## src/rtl/trace_packet_arbiter_pkg.sv

```systemverilog
// trace_pkt_defs: stream tags, config addresses and shared helpers for the trace packet arbiter.
package trace_pkt_defs;
  localparam logic [15:0] MARKER_TAG       = 16'hFFFF;
  localparam logic [15:0] ECHO_TAG         = 16'hFFFE;
  localparam logic [15:0] ADDR_OSC_RATE    = 16'h0000;
  localparam logic [15:0] ADDR_TRACE_FLAGS = 16'h0001;
  localparam logic [15:0] ADDR_ECHO        = 16'h0002;
  typedef enum logic [1:0] {GNT_NONE, GNT_TRACE, GNT_ECHO} grant_e;
  function automatic logic [15:0] sat_inc(input logic [15:0] v);
    return (v == 16'hFFFF) ? v : v + 16'd1;
  endfunction
endpackage

```

## src/rtl/trace_packet_arbiter_if.sv

```systemverilog
// trace_packet_arbiter_if: trace source, config bus and usb_comm packet signals of the arbiter.
interface trace_packet_arbiter_if #(parameter int DEPTH = 16);
  logic [31:0]              trace_data;
  logic                     trace_strobe;
  logic [15:0]              config_addr;
  logic [15:0]              config_data;
  logic                     config_strobe;
  logic                     out_ready;
  logic [31:0]              out_data;
  logic                     out_strobe;
  logic [$clog2(DEPTH):0]   fifo_level;
  logic [15:0]              drop_total;
  modport master (
    output trace_data, trace_strobe, config_addr, config_data, config_strobe, out_ready,
    input  out_data, out_strobe, fifo_level, drop_total
  );
  modport slave (
    input  trace_data, trace_strobe, config_addr, config_data, config_strobe, out_ready,
    output out_data, out_strobe, fifo_level, drop_total
  );
endinterface

```

## src/rtl/trace_packet_arbiter_fifo.sv

```systemverilog
// trace_fifo: synchronous DEPTH x 32 FIFO with registered full/empty and no write-through.
module trace_fifo #(
  parameter int DEPTH = 16
) (
  input  logic                   mclk,
  input  logic                   reset_n,
  input  logic                   push_i,
  input  logic                   pop_i,
  input  logic [31:0]            data_i,
  output logic [31:0]            data_o,
  output logic [$clog2(DEPTH):0] level_o,
  output logic                   full_o,
  output logic                   empty_o
);
  localparam int AW = $clog2(DEPTH);
  logic [31:0]   mem [DEPTH];
  logic [AW-1:0] wr_q, wr_d, rd_q, rd_d;
  logic [AW:0]   level_q, level_d;
  logic          full_q, full_d, empty_q, empty_d, wr_en, rd_en;
  always_comb begin
    wr_en   = push_i && !full_q;
    rd_en   = pop_i && !empty_q;
    wr_d    = wr_q + AW'(wr_en);
    rd_d    = rd_q + AW'(rd_en);
    level_d = level_q + (AW+1)'(wr_en) - (AW+1)'(rd_en);
    full_d  = level_d == (AW+1)'(DEPTH);
    empty_d = level_d == '0;
  end
  always_ff @(posedge mclk or negedge reset_n) begin
    if (!reset_n) begin
      wr_q    <= '0;
      rd_q    <= '0;
      level_q <= '0;
      full_q  <= 1'b0;
      empty_q <= 1'b1;
    end else begin
      wr_q    <= wr_d;
      rd_q    <= rd_d;
      level_q <= level_d;
      full_q  <= full_d;
      empty_q <= empty_d;
    end
  end
  // Storage needs no reset: pointers alone define what is valid.
  always_ff @(posedge mclk) begin
    if (wr_en) mem[wr_q] <= data_i;
  end
  assign data_o  = mem[rd_q];
  assign level_o = level_q;
  assign full_o  = full_q;
  assign empty_o = empty_q;
endmodule

```

## src/rtl/trace_packet_arbiter.sv

```systemverilog
// trace_packet_arbiter: merges buffered trace words, drop markers and host echoes onto the usb_comm packet path.
module trace_packet_arbiter
  import trace_pkt_defs::*;
#(
  parameter int          DEPTH      = 16,
  parameter int          MAX_STREAK = 8,
  parameter logic [15:0] ECHO_ADDR  = ADDR_ECHO
) (
  input logic                   mclk,
  input logic                   reset_n,
  trace_packet_arbiter_if.slave bus
);
  localparam int SW = $clog2(MAX_STREAK + 1);
  logic [31:0]            head, fifo_din, out_data_q, out_data_d;
  logic [$clog2(DEPTH):0] level;
  logic                   full, empty, push, pop, echo_req;
  logic                   out_strobe_q, out_strobe_d;
  logic                   drop_pending_q, drop_pending_d, echo_pending_q, echo_pending_d;
  logic [15:0]            drop_count_q, drop_count_d, drop_total_q, drop_total_d;
  logic [15:0]            echo_data_q, echo_data_d;
  logic [SW-1:0]          streak_q, streak_d;
  grant_e                 grant;
  trace_fifo #(.DEPTH(DEPTH)) u_fifo (
    .mclk    (mclk),
    .reset_n (reset_n),
    .push_i  (push),
    .pop_i   (pop),
    .data_i  (fifo_din),
    .data_o  (head),
    .level_o (level),
    .full_o  (full),
    .empty_o (empty)
  );
  // A pending marker takes the push slot first, so it lands exactly where the lost words were.
  always_comb begin
    push           = 1'b0;
    fifo_din       = bus.trace_data;
    drop_pending_d = drop_pending_q;
    drop_count_d   = drop_count_q;
    drop_total_d   = drop_total_q;
    if (drop_pending_q && !full) begin
      push           = 1'b1;
      fifo_din       = {MARKER_TAG, drop_count_q};
      drop_pending_d = bus.trace_strobe;
      drop_count_d   = {15'd0, bus.trace_strobe};
      drop_total_d   = bus.trace_strobe ? sat_inc(drop_total_q) : drop_total_q;
    end else if (bus.trace_strobe && full) begin
      drop_pending_d = 1'b1;
      drop_count_d   = sat_inc(drop_count_q);
      drop_total_d   = sat_inc(drop_total_q);
    end else begin
      push = bus.trace_strobe;
    end
  end
  always_comb begin
    echo_req       = bus.config_strobe && bus.config_addr == ECHO_ADDR;
    grant          = !bus.out_ready ? GNT_NONE :
                     (echo_pending_q && (empty || streak_q == SW'(MAX_STREAK))) ? GNT_ECHO :
                     !empty ? GNT_TRACE : GNT_NONE;
    pop            = grant == GNT_TRACE;
    streak_d       = !bus.out_ready ? streak_q :
                     !pop ? '0 :
                     streak_q == SW'(MAX_STREAK) ? streak_q : streak_q + SW'(1);
    echo_pending_d = echo_req || (echo_pending_q && grant != GNT_ECHO);
    echo_data_d    = echo_req ? bus.config_data : echo_data_q;
    out_data_d     = grant == GNT_ECHO ? {ECHO_TAG, echo_data_q} : pop ? head : out_data_q;
    out_strobe_d   = grant != GNT_NONE;
  end
  always_ff @(posedge mclk or negedge reset_n) begin
    if (!reset_n) begin
      out_data_q     <= '0;
      out_strobe_q   <= 1'b0;
      drop_pending_q <= 1'b0;
      drop_count_q   <= '0;
      drop_total_q   <= '0;
      echo_pending_q <= 1'b0;
      echo_data_q    <= '0;
      streak_q       <= '0;
    end else begin
      out_data_q     <= out_data_d;
      out_strobe_q   <= out_strobe_d;
      drop_pending_q <= drop_pending_d;
      drop_count_q   <= drop_count_d;
      drop_total_q   <= drop_total_d;
      echo_pending_q <= echo_pending_d;
      echo_data_q    <= echo_data_d;
      streak_q       <= streak_d;
    end
  end
  assign bus.out_data   = out_data_q;
  assign bus.out_strobe = out_strobe_q;
  assign bus.fifo_level = level;
  assign bus.drop_total = drop_total_q;
endmodule

```

## src/flat_wrapper.sv

```systemverilog
// flat-port wrapper written by rule: the top's interface ports become plain ports
module trace_packet_arbiter_flat import trace_pkt_defs::*;
#(
  parameter int          DEPTH      = 16,
  parameter int          MAX_STREAK = 8,
  parameter logic [15:0] ECHO_ADDR  = ADDR_ECHO
)
  (mclk, reset_n, bus_trace_data, bus_trace_strobe, bus_config_addr, bus_config_data, bus_config_strobe, bus_out_ready, bus_out_data, bus_out_strobe, bus_fifo_level, bus_drop_total);
  trace_packet_arbiter_if #(.DEPTH(DEPTH)) bus_i ();
  input logic mclk;
  input logic reset_n;
  input wire logic [$bits(bus_i.trace_data)-1:0] bus_trace_data;
  input wire logic [$bits(bus_i.trace_strobe)-1:0] bus_trace_strobe;
  input wire logic [$bits(bus_i.config_addr)-1:0] bus_config_addr;
  input wire logic [$bits(bus_i.config_data)-1:0] bus_config_data;
  input wire logic [$bits(bus_i.config_strobe)-1:0] bus_config_strobe;
  input wire logic [$bits(bus_i.out_ready)-1:0] bus_out_ready;
  output wire logic [$bits(bus_i.out_data)-1:0] bus_out_data;
  output wire logic [$bits(bus_i.out_strobe)-1:0] bus_out_strobe;
  output wire logic [$bits(bus_i.fifo_level)-1:0] bus_fifo_level;
  output wire logic [$bits(bus_i.drop_total)-1:0] bus_drop_total;
  assign bus_i.trace_data = bus_trace_data;
  assign bus_i.trace_strobe = bus_trace_strobe;
  assign bus_i.config_addr = bus_config_addr;
  assign bus_i.config_data = bus_config_data;
  assign bus_i.config_strobe = bus_config_strobe;
  assign bus_i.out_ready = bus_out_ready;
  assign bus_out_data = bus_i.out_data;
  assign bus_out_strobe = bus_i.out_strobe;
  assign bus_fifo_level = bus_i.fifo_level;
  assign bus_drop_total = bus_i.drop_total;
  trace_packet_arbiter #(.DEPTH(DEPTH), .MAX_STREAK(MAX_STREAK), .ECHO_ADDR(ECHO_ADDR)) u_core (.mclk(mclk), .reset_n(reset_n), .bus(bus_i));
endmodule
```

## config.mk

```make
export PLATFORM = sky130hd
export DESIGN_NAME = trace_packet_arbiter_flat
export DESIGN_NICKNAME = d
export VERILOG_FILES = /design/src/rtl/trace_packet_arbiter_pkg.sv /design/src/rtl/trace_packet_arbiter_if.sv /design/src/rtl/trace_packet_arbiter_fifo.sv /design/src/rtl/trace_packet_arbiter.sv /design/src/flat_wrapper.sv
export SDC_FILE = /design/constraint.sdc
export NUM_CORES = 1
export LEC_CHECK = 0
export ABC_AREA = 1
export CORE_MARGIN = 1
export CORE_UTILIZATION = 43
export CTS_BUF_LIST = sky130_fd_sc_hd__clkbuf_8 sky130_fd_sc_hd__clkbuf_16
export DETAILED_ROUTE_END_ITERATION = 6
export GPL_ROUTABILITY_DRIVEN = 0
export PLACE_DENSITY = 0.69
export SLEW_MARGIN = 15
export SYNTH_ARGS = -nofsm -noshare
export SYNTH_HDL_FRONTEND = slang
export SYNTH_SLANG_ARGS = --single-unit
```

## constraint.sdc

```tcl
create_clock -name mclk -period 5.5 [get_ports mclk]
set_clock_uncertainty 0.2 [all_clocks]
set_input_delay 0.825 -clock mclk [delete_from_list [all_inputs] [get_ports mclk]]
set_output_delay 0.825 -clock mclk [all_outputs]
set_load 0.02 [all_outputs]
```

==> results.sh, run 1 <==
export IMPL_crit_chain="clkdlybuf4s50_1, inv_1, nor3_1, ha_1, inv_1, nor2_1, inv_1, nor2_1, inv_1, nand2_1, ha_1, inv_1, fa_1, o21ai_0, xor2_1, and3_1"
export IMPL_htree_levels=2
export IMPL_num_nets_final=2799
export IMPL_yosysSeqAreaShare=0.675
export IMPL_dieWidth_um=251
export IMPL_relSlewSlack=0.0882
export IMPL_crit_required_ps=5830
export IMPL_finalSetupViolCount=0
export IMPL_post_cts_buffers=0
export IMPL_ctsHoldBuffers=0
export IMPL_clockBufferDepth=3
export IMPL_power_per_cell_area_nw_per_um2=567
export IMPL_synth_warnings=0
export IMPL_grt_first_pass_wirelength_mm=104
export IMPL_antenna_found_initial=0
export IMPL_placed_area_um2=28700
export IMPL_rows=90
export IMPL_period_share=0.659
export IMPL_grt_pass1_vias=18342
export IMPL_irDropWorstVdd_v=0.000404
export IMPL_drt_iter0_markers=1673
export IMPL_antenna_left=0
export IMPL_worst_path_buf_inv=6
export IMPL_synth_edf_count=512
export IMPL_syn_avg_cell_area_um2=10.2
export IMPL_grt_total_usage=0.214
export IMPL_design_area_um2=30500
export IMPL_wire_per_inst_um=18.9
export IMPL_synth_seq_cells=614
export IMPL_power_leakage_uw=0.0126
export IMPL_drc=0
export IMPL_tightest_slew_ps=1360
export IMPL_start_util=0.438
export IMPL_synth_area_um2=26600
export IMPL_diodes=0
export IMPL_hp_class="primary input to async pin"
export IMPL_path_clk_slew_ps=60
export IMPL_status="completed"
export IMPL_slew_viol_final=0
export IMPL_post_route_min_period_ps=3620
export IMPL_syn_nets=2695
export IMPL_crit_path_end_kind="flip-flop"
export IMPL_clk_latency_ps=620
export IMPL_nFillCells=5286
export IMPL_setup_tns_ps=0
export IMPL_slowest_delay_ps=530
export IMPL_cts_tree="built"
export IMPL_grt_max_degree=185
export IMPL_wl_mm=66.9
export IMPL_via_count=18521
export IMPL_synth_async_reset_ratio=0.166
export IMPL_cts_root_buf="clkbuf_16"
export IMPL_drt_pass1_iterations=5
export IMPL_cp_top_family="buffers and inverters"
export IMPL_whs_ps=89.3
export IMPL_finalHoldViolations=0
export IMPL_final_util=0.502
export IMPL_die_h_um=251
export IMPL_cts_buffers=57
export IMPL_synth_most_common_cell="nand2_1"
export IMPL_dp_hpwl_mm=38.0
export IMPL_die_area_um2=62800
export IMPL_syn2layout_area_growth_pct=14.6
export IMPL_p_total_uw=17300
export IMPL_netlist_top_cells_count="1,025 x nand2_1, 512 x edfxtp_1, 347 x nand3_1"
export IMPL_syn_instance_count=2611
export IMPL_overflow=0
export IMPL_synth_area_top_cells="edfxtp_1 58%, nand2_1 14%, dfrtp_1 9.5%"
export IMPL_start_kind="primary input"
export IMPL_clock_fmax_mhz=276
export IMPL_ys_flop_type="edfxtp_1"
export IMPL_cts_resized=0
export IMPL_core_um2=60700
export IMPL_num_io_pins=123
export IMPL_vias_per_cell=5.23
export IMPL_rsz0062_at_grt="false"
export IMPL_worstSetupPathType="primary input to flip-flop"
export IMPL_synth_cell_types=37
export IMPL_synth_top_area_frac=0.579
export IMPL_cp_max_fo=4
export IMPL_portBuffers=122
export IMPL_cts_sinks=614
export IMPL_crit_arrival_ps=3960
export IMPL_maxCapViolations=0
export IMPL_layout_drive_gt1_share=0.0742
export IMPL_cpMostUsedCell="inv_1"
export IMPL_yosysTopAreaCell="edfxtp_1"
export IMPL_slowest_stage="clkdlybuf4s50_1"
## per-layer routing
metal / track usage / up-vias / part of all wire
met1: 0.287 / 8967 / 0.42
met4: 0.0621 / 0 / 0.024
met2: 0.357 / 704 / 0.48
li1: - / 8755 / -
met3: 0.0354 / 95 / 0.078
met5: 0 / - / 0
## worst paths after layout
check | endpoint | slack [ps] | start | cells after the start
min in group mclk | u_core.bus.out_data[2] | 280 | u_core.bus.out_data[2] | 2
min | u_core.bus.drop_total[0] | 90 | reset_n | 1
max in group asynchronous | u_core.bus.out_data[20] | 3830 | reset_n | 2
min reg2reg | u_core.bus.out_data[2] | 280 | u_core.bus.out_data[2] | 2
max | u_core.u_fifo.full_o | 1880 | bus_out_ready | 16
max reg2reg | u_core.u_fifo.full_o | 1910 | u_core.streak_q[0] | 18
## area by class of cell
class                           instances  area, um^2  area share
Clock inverter                         44         254     0.00834
Timing Repair Buffer                  167        1600      0.0525
Inverter                              240         906      0.0297
Tap cell                              782         978      0.0321
Multi-Input combinational cell       1635        7280       0.239
Clock buffer                           62        1510      0.0495
Sequential cell                       614       17900       0.589
## where the power goes
part | switching (uW) | leakage [uW] | total (uW) | internal (uW)
Combinational | 4700 | 0.00573 | 6570 | 1870
Sequential | 501 | 0.00591 | 6970 | 6470
Clock | 1690 | 0.000926 | 3740 | 2050
## worst register-to-register path, delay by kind of cell, from the launching register on
kind,cells,cell delay (ps)
adders and majority gates,4,1060
and+or+nand+nor,6,890
buffers and inverters,5,440
DFF,1,360
AOI/OAI and AO/OA,2,340
xor gates and xnor gates,1,250
## sequential cells by signal (all words and copies together) (netlist names)
name	count
u_core.bus.drop_total	16
u_core.bus.out_data	32
u_core.bus.out_strobe	1
u_core.drop_count_q	16
u_core.drop_pending_q	1
u_core.echo_data_q	16
u_core.echo_pending_q	1
u_core.streak_q	4
u_core.u_fifo.empty_o	1
u_core.u_fifo.full_o	1
u_core.u_fifo.level_o	5
u_core.u_fifo.mem	512
u_core.u_fifo.rd_q	4
u_core.u_fifo.wr_q	4
## cell usage in the layout, fill, tap and decap left out, types with 2 or more instances in the layout
cell type | synthesis | layout
a21oi_1 | 5 | 5
and3_1 | 2 | 2
buf_12 | 0 | 3
buf_4 | 7 | 42
bufinv_16 | 0 | 2
clkbuf_16 | 0 | 58
clkbuf_8 | 0 | 4
clkdlybuf4s50_1 | 0 | 121
clkinv_1 | 0 | 14
clkinv_2 | 0 | 15
dfrtp_1 | 101 | 98
dfrtp_4 | 0 | 2
edfxtp_1 | 512 | 512
ha_1 | 14 | 14
inv_1 | 234 | 242
inv_2 | 6 | 8
nand2_1 | 1025 | 1025
nand2_2 | 2 | 2
nand3_1 | 347 | 347
nand3b_1 | 3 | 3
nand4_1 | 10 | 10
nor2_1 | 88 | 71
nor2_2 | 4 | 4
nor2_4 | 1 | 18
nor3_1 | 11 | 11
o21ai_0 | 49 | 48
o21ai_1 | 1 | 2
o21ai_2 | 5 | 5
o22ai_1 | 2 | 2
or2_2 | 31 | 31
xnor2_1 | 5 | 5
xor2_1 | 22 | 22
## cell families (layout without fill, tap and decap cells)
family / after synthesis / count (layout) / synth area share
DFF: 614 / 614 / 0.675
adders and majority gates: 15 / 15 / 0.00735
buffers and inverters: 362 / 513 / 0.0560
xor gates and xnor gates: 27 / 27 / 0.00890
AOI/OAI and AO/OA: 65 / 65 / 0.0137
and+or+nand+nor: 1528 / 1528 / 0.239
## metrics by stage
step	setup slack [ps]	instances
global placement	1450	3437
detailed placement	1270	3437
global route	1560	3544
finish	1880	3544
floorplan	2260	2611
CTS	1890	3543
(Power assumes the default switching activity.)
==> run 2, diff against run 1 <==
--- a/config.mk
+++ b/config.mk
@@ -11,7 +11,7 @@
 export CTS_BUF_LIST = sky130_fd_sc_hd__clkbuf_8 sky130_fd_sc_hd__clkbuf_16
 export DETAILED_ROUTE_END_ITERATION = 6
 export GPL_ROUTABILITY_DRIVEN = 0
-export PLACE_DENSITY = 0.69
+export PLACE_DENSITY = 0.71
 export SLEW_MARGIN = 15
 export SYNTH_ARGS = -nofsm -noshare
 export SYNTH_HDL_FRONTEND = slang
==> constraint.sdc (replaced) <==
create_clock -name mclk -period 3.22 [get_ports mclk]
set_clock_uncertainty 0.2 [all_clocks]
set_input_delay 0.483 -clock mclk [delete_from_list [all_inputs] [get_ports mclk]]
set_output_delay 0.483 -clock mclk [all_outputs]
set_load 0.02 [all_outputs]
==> run 2 against run 1 <==
  * Non-clock buffer count rose by 48
  * Sequential cell count is the same
  * Die area is the same
  * Register-to-register slack got worse by 1700 ps
  * Worst hold slack worse by 5.5 ps
  * Via count increased by 0.94%
  * Largest power group is now combinational logic
  * First-iteration DRC count increased by 3.1%
  * Critical path depth rose by 4
  * Clock power grew 83%
==> results.sh, run 2 (synthesis gave the netlist of run 1 again) <==
export IMPL_syn2layout_area_growth_pct=17.9
export IMPL_tightest_slew_ps=786
export IMPL_drc=0
export IMPL_layout_cells_non_filler=3596
export IMPL_netSwitchingPower_uw=11900
export IMPL_slowest_delay_ps=390
export IMPL_grt_first_pass_wirelength_mm=102
export IMPL_crit_chain="inv_2, ha_4, nand3_4, a21oi_2, buf_4, nand2_2, ha_4, inv_4, nor2_4, inv_2, buf_4, nand2_1, nand2_1, ha_2, inv_2, fa_2, xnor2_2, nor3_2, nand2_1, nor2_1"
export IMPL_hp_class="primary input to async pin"
export IMPL_drt_pass1_iterations=7
export IMPL_portBuffers=122
export IMPL_cp_top_family="adder cells"
export IMPL_crit_path_end_kind="flip-flop"
export IMPL_htree_levels=2
export IMPL_power_per_cell_area_nw_per_um2=979
export IMPL_dp_cells=3483
export IMPL_clockBufferDepth=3
export IMPL_cts_sinks=614
export IMPL_internal_power_uw=18700
export IMPL_wl_mm=65.6
export IMPL_maxCapViolations=0
export IMPL_path_clk_slew_ps=60
export IMPL_period_share=0.948
export IMPL_final_cell_mix="1,024 x nand2_1, 512 x edfxtp_1, 346 x nand3_1, 240 x inv_1, 121 x clkdlybuf4s50_1"
export IMPL_layout_drive_gt1_share=0.0984
export IMPL_crit_required_ps=3560
export IMPL_slowest_stage="dfrtp_1"
export IMPL_overflow=0
export IMPL_design_area_um2=31300
export IMPL_top_register="u_core.u_fifo.mem"
export IMPL_finalSetupViolCount=0
export IMPL_via_count=18696
export IMPL_rows=90
export IMPL_power_leakage_uw=0.0130
export IMPL_start_kind="flip-flop"
export IMPL_placed_area_um2=29300
export IMPL_worstSetupPathType="flip-flop to flip-flop"
export IMPL_crit_start="u_core.streak_q[0]"
export IMPL_seqPwrFrac=0.383
export IMPL_num_nets_final=2849
export IMPL_antenna_found_initial=0
export IMPL_status="completed"
export IMPL_wire_per_inst_um=18.2
export IMPL_cts_tree="built"
export IMPL_slew_viol_final=0
export IMPL_irDropWorstVdd_v=0.000578
export IMPL_antenna_left=0
export IMPL_grt_total_usage=0.209
export IMPL_diodes=0
export IMPL_grt_pass1_vias=18343
export IMPL_vias_per_cell=5.20
export IMPL_r2r_start="u_core.streak_q[0]"
export IMPL_cp_max_fo=2
export IMPL_finalHoldViolations=0
export IMPL_combPwrFrac=0.394
export IMPL_p_total_uw=30700
export IMPL_final_common_cell="nand2_1"
export IMPL_grt_max_degree=107
export IMPL_worst_path_buf_inv=6
export IMPL_die_h_um=251
export IMPL_switching_share=0.389
export IMPL_die_area_um2=62800
export IMPL_start_util=0.438
export IMPL_cts_buffers=59
export IMPL_core_um2=60700
export IMPL_num_io_pins=123
export IMPL_drt_iter0_markers=1725
export IMPL_whs_ps=83.9
export IMPL_dp_hpwl_mm=38.9
export IMPL_nFillCells=5067
export IMPL_crit_arrival_ps=3390
export IMPL_clk_latency_ps=610
export IMPL_post_route_min_period_ps=3050
export IMPL_clock_fmax_mhz=328
export IMPL_pwr_share_clk=0.224
export IMPL_relSlewSlack=0.476
export IMPL_largest_reg_flops=512
export IMPL_dieWidth_um=251
export IMPL_cts_root_buf="clkbuf_16"
[run 2: changes by cell type in the layout (fill, tap and decap cells not counted), moves of 3 or more]
cell / before / now
buf_4: 42 / 71
buf_12: 3 / 22
clkinv_2: 15 / 7
clkinv_1: 14 / 9
clkbuf_8: 4 / 8
clkinvlp_4: 0 / 4
bufinv_16: 2 / 5
ha_1: 14 / 11
inv_2: 8 / 11
[run 2: power groups by stage]
stage                     logic (uW)  clock network, uW  registers [uW]
after floorplan                 7120                  0           11900
after global placement         11400                  0           11800
after detailed placement       11800                  0           11900
after CTS                      11900               6950           11700
after global routing           13300               7270           11900
final                          12100               6860           11700
[run 2: per-stage QoR]
stage                     setup TNS, ps  setup slack [ps]  utilization
after floorplan                       0               108            -
after global placement            -1130              -398        0.482
after detailed placement          -1440              -487        0.482
after CTS                             0              24.3        0.515
after global routing              -21.2             -21.2        0.516
final                                 0               169        0.516
[run 2: final cells by class]
cell class,count,area [um^2],area share
Clock buffer,67,1590,0.0506
Clock inverter,43,360,0.0115
Inverter,240,908,0.0290
Multi-Input combinational cell,1635,7360,0.235
Sequential cell,614,17900,0.573
Tap cell,782,978,0.0312
Timing Repair Buffer,215,2190,0.0700
[run 2: layer usage]
metal	part of all wire	GRT usage	wire, um
met5	0	0	0
met2	0.49	0.351	32100
met3	0.072	0.0331	4750
met1	0.40	0.269	26400
met4	0.037	0.0857	2400
[run 2: worst paths after layout]
check | to | slack [ps] | depth (start not counted)
min | u_core.bus.drop_total[0] | 80 | 2
max in group asynchronous | u_core.echo_data_q[6] | 1950 | 3
min reg2reg | u_core.bus.out_data[14] | 280 | 2
max | u_core.u_fifo.empty_o | 170 | 20
min in group mclk | u_core.echo_data_q[1] | 240 | 3
max reg2reg | u_core.u_fifo.empty_o | 170 | 20
[run 2: timing repair]
action / 4_1_cts / 5_1_grt
setup buffers: 1 / 1
hold buffers: 1 / 0
endpoints found under the hold margin: 101 / 0
endpoints found under the setup margin: 3 / 3
pin swaps: 2 / 5
gates resized for setup: 7 / 18
